## src/rtl/proc_pkg.sv

```systemverilog
// Shared definitions for the 16-bit accumulator processor.
// Opcode encodings and default datapath widths.
package proc_pkg;

    localparam int DEF_DATA_W = 16;
    localparam int DEF_ADDR_W = 3;
    localparam int DEF_IMM_W  = 8;

    localparam logic [3:0] OP_LOAD = 4'b0001;
    localparam logic [3:0] OP_ADD  = 4'b0010;
    localparam logic [3:0] OP_ADDI = 4'b1010;
    localparam logic [3:0] OP_SUB  = 4'b0011;
    localparam logic [3:0] OP_SUBI = 4'b1011;
    localparam logic [3:0] OP_JMP  = 4'b1000;
    localparam logic [3:0] OP_BR   = 4'b1100;
    localparam logic [3:0] OP_MOV  = 4'b1110;
    localparam logic [3:0] OP_OUT  = 4'b1111;

endpackage

```

## src/rtl/reg_bank.sv

```systemverilog
// General register storage: sync clear, one write port,
// two asynchronous read ports with no write bypass.
module reg_bank
    import proc_pkg::*;
#(
    parameter int DATA_W = DEF_DATA_W,
    parameter int ADDR_W = DEF_ADDR_W
) (
    input  logic              clk,
    input  logic              rst,
    input  logic [ADDR_W-1:0] address_a,
    input  logic [ADDR_W-1:0] address_b,
    input  logic              write_enable,
    input  logic [DATA_W-1:0] write_data,
    output logic [DATA_W-1:0] data_a,
    output logic [DATA_W-1:0] data_b
);

    localparam int DEPTH = 2 ** ADDR_W;

    logic [DATA_W-1:0] regs [DEPTH];

    // Clear everything on reset; otherwise write port A's address.
    always_ff @(posedge clk) begin
        if (rst) begin
            for (int i = 0; i < DEPTH; i++) begin
                regs[i] <= '0;
            end
        end else if (write_enable) begin
            regs[address_a] <= write_data;
        end
    end

    assign data_a = regs[address_a];
    assign data_b = regs[address_b];

endmodule

```

## src/rtl/reg_alu_datapath.sv

```systemverilog
// Register bank plus combinational ALU slice.
// Operands are port A, port B and the zero-extended immediate.
module reg_alu_datapath
    import proc_pkg::*;
#(
    parameter int DATA_W = DEF_DATA_W,
    parameter int ADDR_W = DEF_ADDR_W,
    parameter int IMM_W  = DEF_IMM_W
) (
    input  logic              clk,
    input  logic              rst,
    input  logic [ADDR_W-1:0] address_a,
    input  logic [ADDR_W-1:0] address_b,
    input  logic              write_enable,
    input  logic [DATA_W-1:0] write_data,
    input  logic [3:0]        opcode,
    input  logic [IMM_W-1:0]  immediate,
    output logic [DATA_W-1:0] data_a,
    output logic [DATA_W-1:0] data_b,
    output logic [DATA_W-1:0] alu_result,
    output logic              alu_zero
);

    logic [DATA_W-1:0] imm_ext;

    assign imm_ext = {{(DATA_W-IMM_W){1'b0}}, immediate};

    reg_bank #(
        .DATA_W(DATA_W),
        .ADDR_W(ADDR_W)
    ) u_bank (
        .clk         (clk),
        .rst         (rst),
        .address_a   (address_a),
        .address_b   (address_b),
        .write_enable(write_enable),
        .write_data  (write_data),
        .data_a      (data_a),
        .data_b      (data_b)
    );

    // Opcode-selected ALU; jumps, branches and unused codes yield 0.
    always_comb begin
        alu_result = '0;
        case (opcode)
            OP_LOAD: alu_result = imm_ext;
            OP_ADD:  alu_result = data_a + data_b;
            OP_ADDI: alu_result = data_a + imm_ext;
            OP_SUB:  alu_result = data_a - data_b;
            OP_SUBI: alu_result = data_a - imm_ext;
            OP_MOV:  alu_result = data_b;
            OP_OUT:  alu_result = data_a;
            default: alu_result = '0;
        endcase
    end

    assign alu_zero = (alu_result == '0);

endmodule

```

## config.mk

```make
export PLATFORM = sky130hd
export DESIGN_NAME = reg_alu_datapath
export DESIGN_NICKNAME = d
export VERILOG_FILES = /design/src/rtl/proc_pkg.sv /design/src/rtl/reg_bank.sv /design/src/rtl/reg_alu_datapath.sv
export SDC_FILE = /design/constraint.sdc
export NUM_CORES = 1
export LEC_CHECK = 0
export CAP_MARGIN = 20
export CORE_MARGIN = 3
export CORE_UTILIZATION = 31
export CTS_BUF_LIST = sky130_fd_sc_hd__clkbuf_8
export DETAILED_ROUTE_END_ITERATION = 12
export PLACE_DENSITY = 0.5
export SYNTH_ARGS = -nofsm -noshare
export SYNTH_HDL_FRONTEND = slang
export SYNTH_SLANG_ARGS = --single-unit
export TNS_END_PERCENT = 10
```

## constraint.sdc

```tcl
create_clock -name clk -period 18.2 [get_ports clk]
set_clock_uncertainty 0.2 [all_clocks]
set_input_delay 3.64 -clock clk [delete_from_list [all_inputs] [get_ports clk]]
set_output_delay 3.64 -clock clk [all_outputs]
set_load 0.01 [all_outputs]
```

Yosys cells after proc, flatten, opt, wreduce, memory -nomap -nowiden
Memory sizes are Yosys's and may differ from the RTL's.
Cells that the tools add are included.

cells by class
  add/subtract/negate cells = 4
  equality and inequality tests = 7
  multiplexer cells = 9
  reduce and logical (&&, ||, !) cells = 2

operators by type and width
  operator                                       number
  case mux 16 bit (7 select lines)               1
  adder 16 bit                                   1
  adder 16 x 8 -> 16 bit                         1
  == test 4 bit, second input constant           4
  zero test 16 bit                               1
  2-to-1 mux 16 bit                              1
  OR reduction 16 bit                            1
  subtractor 16 bit                              1
  subtractor 16 x 8 -> 16 bit                    1
  == test 4 x 2 -> 1 bit, second input constant  2
  2-to-1 mux 1 bit                               6
  == test 4 x 1 -> 1 bit, second input constant  1
  2-to-1 mux 3 bit                               1

storage, ports and cells
  flip-flop bits (word level) = 0
  bits in writable memories = 128
  bits of input ports = 37
  output and inout port bits = 49
  memories = 1

memories
  name         depth  width  read ports  clocked after Yosys merged registers in  write ports  line            text
  u_bank.regs  8      16     2           0                                        8            reg_bank.sv:21  logic [DATA_W-1:0] regs [DEPTH];

Logic depth before layout (Yosys ltp)
  depth in word-level cells = 5
  depth in mapped cells = 21
  depth with buffers taken out = 19

Modules after synthesis
From an unflattened synthesis, not the netlist that was laid out.

second synthesis, totals
  cell total of the unflattened synthesis = 712
  area, all modules = 8882.3 µm²

by module, submodules not included
  module            times used  cells each  area an instance (µm²)
  reg_bank          1           408         6901.6
  reg_alu_datapath  1           304         1980.6

Least setup slack after synthesis
OpenSTA, ideal clock, no wires.

  kind = input -> output
  from = in address_b[2]
  to = out alu_zero
  arrival time = 8002 ps
  setup slack = 6358 ps
  stages on the path = 17
  buffers on the path = 3
  cell sequence = clkbuf_1 > buf_2 > buf_2 > mux4_2 > mux2_2 > or4_1 > xnor2_1 > a22oi_1 > ha_1 > or3_1 > o21ai_0 > a21oi_1 > nor2b_1 > o31ai_1 > o21ai_0 > or4_1 > nor3_2

on the way
  longest elaborated chain between the ends = 4

ends and longest elaborated chain
  element                                            line                                            text
  start, declared                                    reg_alu_datapath.sv:13                          input logic [ADDR_W-1:0] address_b,
  memory (8 x 16 bit) *                              --
  via data_b[6]                                      reg_alu_datapath.sv:19                          output logic [DATA_W-1:0] data_b,
  subtractor 16 bit or adder 16 bit (tied branches)  reg_alu_datapath.sv:49, reg_alu_datapath.sv:47
  case mux 16 bit (7 select lines) *                 reg_alu_datapath.sv:45                          case (opcode)
  via alu_result[13]                                 reg_alu_datapath.sv:20                          output logic [DATA_W-1:0] alu_result,
  zero test 16 bit *                                 reg_alu_datapath.sv:57                          assign alu_zero = (alu_result == '0);
  end, declared                                      reg_alu_datapath.sv:21                          output logic alu_zero

Mark *: on every way through the listed nets, which the timed path passes. The rest lies on a longest branch.

Worst setup path after layout
  from = in address_b[2]
  to = out alu_zero

on the way
  longest elaborated chain between the ends = 4

ends and longest elaborated chain
  element                                            line
  memory (8 x 16 bit) *                              --
  subtractor 16 bit or adder 16 bit (tied branches)  reg_alu_datapath.sv:49, reg_alu_datapath.sv:47
  case mux 16 bit (7 select lines) *                 reg_alu_datapath.sv:45
  zero test 16 bit *                                 reg_alu_datapath.sv:57

Every way passes the cells marked *; elsewhere a longest branch is shown, timed or not.

==> results.md <==
- Post-DP HPWL: 20.5 mm
- Max-slew headroom: 0.298
- Row cnt: 60
- Worst EP arrival: 9.35 ns
- Via count: around 7000
- Routed vias/inst: roughly 5.5
- Max rail drop VDD: around 38 µV
- # port buffers: between 80 and 90
- Register area share after synthesis: 0.438
- Area contributors post-synth: edfxtp_1, and2_1, mux4_2
- Initial core utilization: 0.320
- Mapped Cells: 780
- Status: finished, final reports clean
- Synth warn: 0
- Top Registers: u_bank.regs (128)
- Endpoints failing hold: 0
- Reg power frac: 0.382
- Int Pwr: 0.652 mW
- Deepest clock path buffer count: 2
- Yosys cell types: 70
- Placer Congestion: approximately 0.85
- Area leader, netlist: edfxtp_1
- First-pass GRT wire length: between 40 and 50 mm
- Nets: 920
- FF+latch count, synth: 128
- Top-Level Pins: 86
- Final min period: 13.19 ns
- CTS Buf Count: 17
- Pwr Total: 0.924 mW
- Clk pin slew, worst setup/hold paths: 0.07 ns
- Share of layout cells above drive strength 1: 0.161
- Synth top cells by count: and2_1, edfxtp_1, nand2_1
- Final worst path period share: 0.725
- Root Driver: clkbuf_8
- Max reg flops: approximately 130
- Area delta synth->final: 20.7%
- Logic pwr share: 0.284
- Initial DRT Pass Iterations: 5
- Reg with most FFs: u_bank.regs
- Total Routing Usage GR: 0.196
- Pin count of the biggest net entering global routing: 39
- RSZ-0062 raised after global routing: no
- Max Cap Viol: 0
- Final Max Slew Viols: 0
- Die Ht: about 170 µm
- Net Sw Frac: 0.294
- Critical path peak fanout: 33
- Core area: 27400 µm²
- Asr flop ratio synth: 0
- Wire per inst: approximately 24 µm
- CTS tree: built
- Die ar.: 30300 µm²
- Hold WC Path Type: in -> reg
- Met1 wire length: 13.4 mm
- Setup bufs post-CTS: 0
- Total Wirelength: just under 30 mm
- NetSw: 0.272 mW
- WL met3: roughly 1.9 mm
- Ant. Diodes: 0
- Post-Syn Nets: 836
- Initial antenna violation count: 0
- CP Launch Type: input port
- Slew at the pin closest to its max-slew limit: 1.05 ns
- Fmax: roughly 76 MHz
- Mapped Area: 8770 µm²
- Clock net sink count: 128
- PD cells: 87.4 nW/µm²
- Syn_area_per_cell: roughly 11 µm²
- Critical path class: in -> out
- Synth Flop Type: edfxtp_1
- Cts repair resizes: 0
- H-tree depth: 4
- Die X: 174 µm
- Top cell type's share of synthesized area: 0.438
- Met2 WL: 14.0 mm
- DRT iter0 DRCs: around 640
- Setup crit end kind: output pin
- Pleak: 3.72 nW
- Gr ovfl total: 0
- Final setup fails: 0
- TNS Setup: 0 ns
- Hold-fix buffers, CTS: 0
- Top-count cell post-synth: and2_1
- WP data required: 14.36 ns
- Highest signal layer in the routed design: met4
- Part of the power in the clock network: 0.333
- Vias in the first global route: 6818
- Antenna Nets Post-Route: 0
- Post-route DRC: 0
- Number of enable flip-flop cells after synthesis: 128
## critical path: stages
cell             delay (ns)
clkdlybuf4s50_1        0.46
buf_4                  0.44
mux4_1                 0.39
mux2i_2                0.33
inv_2                  0.11
or3_1                  0.50
o31ai_1                0.22
nor2b_1                0.15
o21ai_0                0.10
ha_1                   0.39
a211oi_1               0.24
o22ai_1                0.12
a31oi_1                0.34
a21oi_1                0.19
nor2b_1                0.21
o31ai_1                0.18
o21ai_0                0.12
or4_1                  0.55
nor3_2                 0.12
clkdlybuf4s50_1        0.55
## cell usage in the layout, fill, tap and decap left out, drive strengths merged, types with 12 or more instances in the layout
cell / Yosys / layout
a21oi: 25 / 25
mux4: 40 / 40
clkbuf: 24 / 17
mux2: 24 / 24
nor3: 12 / 12
edfxtp: 128 / 128
nor2b: 13 / 13
a221oi: 12 / 12
mux2i: 20 / 20
nand2: 52 / 52
buf: 17 / 23
a22oi: 29 / 29
clkdlybuf4s50: 0 / 83
nor2: 44 / 44
o21ai: 44 / 44
inv: 19 / 22
and2: 131 / 131
ha: 18 / 18
## area by class of cell
cell class              count  area (µm²)
clock buffers              17         234
inverters                  22        82.6
fillers                  2696       16800
multi-input cells         589        4690
repair buffers            106         998
clock inverters            15         267
well taps                 372         465
flip-flops and latches    128        3840
## per-stage QoR
stage / utilization / instance area [µm²] / hold slack [ns] / cells / setup slack (ns)
after floorplan: - / 8770 / 3.64 / 780 / 6.36
after global placement: 0.368 / 10100 / 4.28 / 1217 / 5.05
after detailed placement: 0.368 / 10100 / 4.27 / 1217 / 5.01
after CTS: 0.386 / 10600 / 3.80 / 1249 / 5.01
after global routing: 0.386 / 10600 / 3.82 / 1249 / 4.61
final: 0.386 / 10600 / 3.81 / 1249 / 5.01
## worst paths after layout
path,depth (start not counted),end,startpoint
worst min-delay path,2,u_bank.regs[7][0],write_data[0]
worst max-delay path,20,alu_zero,address_b[2]
## cells by family after synthesis
kind of cell               count (synthesis)  share of synthesized area
AOI/OAI and AO/OA                        173                      0.134
xor gates and xnor gates                  18                     0.0197
adders and majority gates                 19                     0.0280
buffers and inverters                     63                     0.0317
DFF                                      128                      0.438
muxes                                     84                      0.162
and+or+nand+nor                          295                      0.187
## per-layer routing
metal,GRT usage,vias to the layer above
met5,0,-
met4,0.0560,0
met3,0.0334,33
met2,0.317,257
met1,0.273,3373
li1,-,3153
## power groups by stage
stage / clock, mW / sequential [mW] / combinational, mW
2_1_floorplan: 0 / 0.355 / 0.163
3_3_place_gp: 0 / 0.359 / 0.262
3_5_place_dp: 0 / 0.360 / 0.262
4_1_cts: 0.312 / 0.353 / 0.263
5_1_grt: 0.325 / 0.355 / 0.285
6_report: 0.308 / 0.353 / 0.263
No activity file was read; power rests on OpenSTA's default activity.
